[src/rtl/crc_clk_gate_ctrl.sv]
// CRC engine clock-gate sequencer: hold-off, 4-phase req/ack gating,
// wake on activity, gate-event counting and handshake timeout flag.
module crc_clk_gate_ctrl #(
    parameter int HOLDOFF_W   = 8,
    parameter int CNT_W       = 16,
    parameter int TIMEOUT_CYC = 64
) (
    input  logic                 i_clk,
    input  logic                 i_reset,
    input  logic                 i_crc_idle,
    input  logic                 i_activation_pulse,
    input  logic                 i_force_on,
    input  logic [HOLDOFF_W-1:0] i_holdoff,
    input  logic                 i_cg_ack,
    input  logic                 i_timeout_clr,
    output logic                 o_clk_en,
    output logic                 o_cg_req,
    output logic [2:0]           o_state,
    output logic [CNT_W-1:0]     o_gate_cnt,
    output logic                 o_ack_timeout
);

    localparam logic [2:0] ST_ON       = 3'd0;
    localparam logic [2:0] ST_HOLDOFF  = 3'd1;
    localparam logic [2:0] ST_GATE_REQ = 3'd2;
    localparam logic [2:0] ST_OFF      = 3'd3;
    localparam logic [2:0] ST_WAKE_REQ = 3'd4;

    localparam int TMR_W = (TIMEOUT_CYC > 2) ? $clog2(TIMEOUT_CYC) : 1;
    localparam logic [TMR_W-1:0] TMR_LAST = TMR_W'(TIMEOUT_CYC - 1);

    logic [2:0]           state_q;
    logic [2:0]           state_d;
    logic [HOLDOFF_W-1:0] hold_q;
    logic [TMR_W-1:0]     tmr_q;
    logic [CNT_W-1:0]     cnt_q;
    logic                 tmo_q;
    logic                 clk_en_q;
    logic                 req_q;
    logic                 clk_en_d;
    logic                 req_d;
    logic                 gate_done;
    logic                 tmo_set;
    logic                 wake;
    logic                 tmr_hit;
    logic                 in_hs_d;

    assign wake    = i_activation_pulse | ~i_crc_idle | i_force_on;
    assign tmr_hit = (tmr_q == TMR_LAST);
    assign in_hs_d = (state_d == ST_GATE_REQ) || (state_d == ST_WAKE_REQ);

    always_ff @(posedge i_clk or posedge i_reset) begin
        if (i_reset) begin
            state_q  <= ST_ON;
            clk_en_q <= 1'b1;
            req_q    <= 1'b0;
        end else begin
            state_q  <= state_d;
            clk_en_q <= clk_en_d;
            req_q    <= req_d;
        end
    end

    always_comb begin
        state_d   = state_q;
        gate_done = 1'b0;
        tmo_set   = 1'b0;
        case (state_q)
            ST_ON: begin
                if (i_crc_idle && !i_force_on)
                    state_d = (i_holdoff == '0) ? ST_GATE_REQ : ST_HOLDOFF;
            end
            ST_HOLDOFF: begin
                if (wake)
                    state_d = ST_ON;
                else if (hold_q == HOLDOFF_W'(1))
                    state_d = ST_GATE_REQ;
            end
            ST_GATE_REQ: begin
                // a same-cycle ack wins; the wake is picked up from OFF
                if (i_cg_ack) begin
                    state_d   = ST_OFF;
                    gate_done = 1'b1;
                end else if (tmr_hit) begin
                    state_d = ST_WAKE_REQ;
                    tmo_set = 1'b1;
                end else if (wake) begin
                    state_d = ST_WAKE_REQ;
                end
            end
            ST_OFF: begin
                if (wake)
                    state_d = ST_WAKE_REQ;
            end
            ST_WAKE_REQ: begin
                if (!i_cg_ack) begin
                    state_d = ST_ON;
                end else if (tmr_hit) begin
                    state_d = ST_ON;
                    tmo_set = 1'b1;
                end
            end
            default: state_d = ST_ON;
        endcase
    end

    always_comb begin
        clk_en_d = 1'b0;
        req_d    = 1'b0;
        case (state_d)
            ST_ON, ST_HOLDOFF: clk_en_d = 1'b1;
            ST_GATE_REQ: begin
                clk_en_d = 1'b1;
                req_d    = 1'b1;
            end
            ST_OFF:  req_d = 1'b1;
            default: begin
                clk_en_d = 1'b0;
                req_d    = 1'b0;
            end
        endcase
    end

    always_ff @(posedge i_clk or posedge i_reset) begin
        if (i_reset) begin
            hold_q <= '0;
            tmr_q  <= '0;
            cnt_q  <= '0;
            tmo_q  <= 1'b0;
        end else begin
            if (state_q == ST_ON && state_d == ST_HOLDOFF)
                hold_q <= i_holdoff;
            else if (state_q == ST_HOLDOFF)
                hold_q <= hold_q - HOLDOFF_W'(1);

            if (in_hs_d && state_d == state_q)
                tmr_q <= tmr_q + TMR_W'(1);
            else
                tmr_q <= '0;

            if (gate_done && cnt_q != '1)
                cnt_q <= cnt_q + CNT_W'(1);

            if (tmo_set)
                tmo_q <= 1'b1;
            else if (i_timeout_clr)
                tmo_q <= 1'b0;
        end
    end

    assign o_clk_en      = clk_en_q;
    assign o_cg_req      = req_q;
    assign o_state       = state_q;
    assign o_gate_cnt    = cnt_q;
    assign o_ack_timeout = tmo_q;

endmodule

[config.mk]
export PLATFORM = sky130hd
export DESIGN_NAME = crc_clk_gate_ctrl
export DESIGN_NICKNAME = d
export VERILOG_FILES = /design/src/rtl/crc_clk_gate_ctrl.sv
export SDC_FILE = /design/constraint.sdc
export NUM_CORES = 1
export LEC_CHECK = 0
export BUFFER_PORTS_ARGS = -buffer_cell sky130_fd_sc_hd__buf_4
export CORE_MARGIN = 4
export CORE_UTILIZATION = 54
export CTS_CLUSTER_SIZE = 8
export DETAILED_ROUTE_END_ITERATION = 6
export PLACE_DENSITY = 0.79
export SETUP_SLACK_MARGIN = 0.4
export SYNTH_ARGS = -nofsm -noshare
export SYNTH_HDL_FRONTEND = slang
export SYNTH_SLANG_ARGS = --single-unit
[constraint.sdc]
create_clock -name i_clk -period 2.4 [get_ports i_clk]
set_input_delay 0 -clock i_clk [delete_from_list [all_inputs] [get_ports i_clk]]
set_output_delay 0 -clock i_clk [all_outputs]
set_load 0.005 [all_outputs]
==> results.py <==
metrics = {
    "clock_network": {
        "cts.sinks": 36,
        "cts_htree_levels": 2,
        "cts_tree": "done",
        "clk_latency_ns": 0.32,
        "numCtsBuffers": 5,
        "clockBufferDepth": 2,
        "cts-root-buf": "clkbuf_4",
        "clkTransAtPathRegs_ns": 0.10,
    },
    "timing": {
        "holdWs_ns": 0.03412,
        "rsz0062_at_grt": "no",
        "hold_violations": 0,
        "skew_ns": 0.004667,
        "finalSetupViolCount": 0,
        "report.final.slew_viol_count": 0,
        "setup_tns_ns": 0,
        "finalCritPeriodShare_pct": 78.39,
        "post-route-min-period_ns": 1.881,
        "relSlewSlack_pct": 53.55,
        "tightestPinTransition_ns": 0.6904,
        "timing.fmax_mhz": 531.5,
    },
    "synthesis": {
        "yosys_warnings": 0,
        "synth_flop_cell": "dfrtp_1",
        "syn_area_per_cell_um2": 10.48,
        "synth_area_leaders": "dfrtp_1 46%, xnor2_1 5.0%, xor2_1 5.0%, nor2_1 3.7%, nand2_1 2.7%",
        "async_flop_share_pct": 100.0,
        "synthTopCellsByCount": "35 x dfrtp_1, 19 x nor2_1, 14 x nand2_1",
        "syn_area_um2": 1918,
        "synth_top_area_share_pct": 45.66,
        "synth_most_common_cell": "dfrtp_1",
        "syn_nets": 202,
        "ys_ff_latch": 36,
        "synth_edf_count": 0,
        "syn_inst": 183,
        "seq_area_frac_synth_pct": 47.03,
        "synth_top_area_cell": "dfrtp_1",
        "synth_cell_type_count": 46,
    },
    "min_path": {
        "worstHoldPathType": "input port to flop",
        "hold_depth": 4,
        "min_from": "i_cg_ack",
    },
    "global_routing": {
        "grt_util_all_layers_pct": 20.87,
        "grt_antenna_before_repair": 0,
        "grt_pass1_wl_mm": 7.141,
        "grt_pass1_vias": 1582,
        "overflow": 0,
        "grt_max_degree": 37,
    },
    "finish": {
        "fillerInstances": 253,
        "register_area_um2": 902.1,
        "utilization_pct": 71.13,
        "area_growth_pct": 25.70,
        "antenna_cells": 0,
        "multi_input_comb_area_um2": 972.2,
        "final_nets": 254,
        "final_cells": 282,
        "drive_above_1_share_pct": 24.58,
    },
    "critical_path": {
        "critPathLaunch": "o_state[0]",
        "crit_type": "flop to flop",
        "cp-start-kind": "flop",
        "timing.rr.start": "o_state[0]",
        "end_kind": "flop",
        "ff2ff_setup_slack_ns": 0.52,
        "r2r_cells": 4,
        "worst_ep_arrival_time_ns": 2.14,
        "cp_max_fo": 13,
        "worst_ep_required_time_ns": 2.65,
    },
    "detailed_routing": {
        "first_iter_violations": 91,
        "ant_nets": 0,
        "drt-total-wl_mm": 4.264,
        "viasPerCell": 5.777,
        "post_drt_wl_per_cell_um": 15.12,
        "dr.pass1.iters": 4,
        "vias": 1629,
        "drc": 0,
    },
    "placed_design": {
        "portBuffers": 36,
        "place_hpwl_mm": 3.100,
        "place_inst": 263,
        "place_congestion": 0.8736,
    },
    "die": {
        "start_util_pct": 56.59,
        "rows": 21,
        "coreArea_um2": 3390,
        "die_h_um": 67.60,
        "die_w_um": 67.60,
        "dieArea_um2": 4570,
        "io_pins": 37,
    },
    "power": {
        "power_density_nw_per_um2": 520.4,
        "p_leak_nw": 1.100,
        "p_total_mw": 1.255,
        "ir_drop_v": 0.0003273,
    },
    "run": {
        "max_cap_violations": 0,
    },
    "status": {
        "status": "finished clean",
    },
}
state kept, by name, indices dropped and copies added (netlist names):
signal,flops
o_cg_req,1
o_clk_en,1
tmr_q,6
o_gate_cnt,16
o_state,3
hold_q,8
o_ack_timeout,1
per-layer routing:
layer / track usage (%) / wire length (um) / vias to the layer above / share of wire (%)
met5: 0 / 0 / - / 0
met4: 8.608 / 68 / 0 / 1.6
met3: 5.491 / 264 / 11 / 6.2
met2: 36.57 / 2231 / 59 / 52
met1: 23.86 / 1700 / 791 / 40
li1: - / - / 768 / -
worst paths after layout:
path / to
max: o_gate_cnt[11]
min: o_ack_timeout
max reg2reg: o_gate_cnt[11]
min reg2reg: tmr_q[0]
max in group asynchronous: o_clk_en
min in group asynchronous: o_gate_cnt[10]
layout by cell type (no fill, tap or decap), types with 2 or more instances in the layout:
| cell type | count |
|---|---|
| a21oi_1 | 2 |
| ha_1 | 4 |
| buf_4 | 37 |
| dfrtp_1 | 35 |
| nand4_1 | 8 |
| clkbuf_1 | 2 |
| inv_1 | 6 |
| nand3_1 | 9 |
| o31ai_1 | 2 |
| xnor2_1 | 11 |
| xor2_1 | 11 |
| nand4bb_1 | 2 |
| nor2_1 | 19 |
| o21ai_0 | 8 |
| nor4_1 | 6 |
| clkbuf_4 | 5 |
| nand2b_1 | 3 |
| or3b_2 | 2 |
| o211ai_1 | 2 |
| nand3b_1 | 2 |
| nand2_1 | 14 |
| dlygate4sd3_1 | 10 |
| nor3_1 | 4 |
| and3_1 | 3 |
| nor3b_1 | 2 |
| o41ai_1 | 2 |
kinds of logic (layout without fill, tap and decap cells):
kind of cell               count (synthesis)  in the layout  synth area share [%]
AOI/OAI and AO/OA                         23             23                 8.676
xor gates and xnor gates                  22             22                 10.05
adders and majority gates                  4              4                 2.609
buffers and inverters                      9             62                 2.609
DFF                                       36             36                 47.03
muxes                                      1              1                0.5870
and+or+nand+nor                           88             88                 28.44
critical path, stage by stage (launching register included):
cell and delay [ns]:
dfrtp_1 0.53, nand4bb_4 0.36, or4_4 0.58, nor3_2 0.18, xor2_1 0.15
area by class of cell:
cell class                      count  area share [%]
Clock buffer                        8           2.439
Inverter                            6          0.9341
Multi-Input combinational cell    138           40.32
Sequential cell                    36           37.42
Tap cell                           46           2.387
Timing Repair Buffer               48           16.50
stage by stage:
step | worst slack [ns] | instance area [um2]
after global placement | 0.5199 | 2226
after detailed placement | 0.4596 | 2226
after CTS | 0.4465 | 2385
final | 0.5186 | 2411
after global routing | 0.4342 | 2411
after floorplan | 0.6885 | 1918
power by group:
group          internal, mW  switching, mW
Clock                 0.145          0.189
Combinational         0.105          0.106
Sequential            0.654         0.0563
Total                 0.904          0.351
repair_timing:
item,4_1_cts,5_1_grt
gates resized for setup,0,1
hold buffers,10,0
setup buffers,0,1
hold endpoints to repair,44,0
endpoints found under the setup margin,0,5
Power figures use the tool's default switching activity.
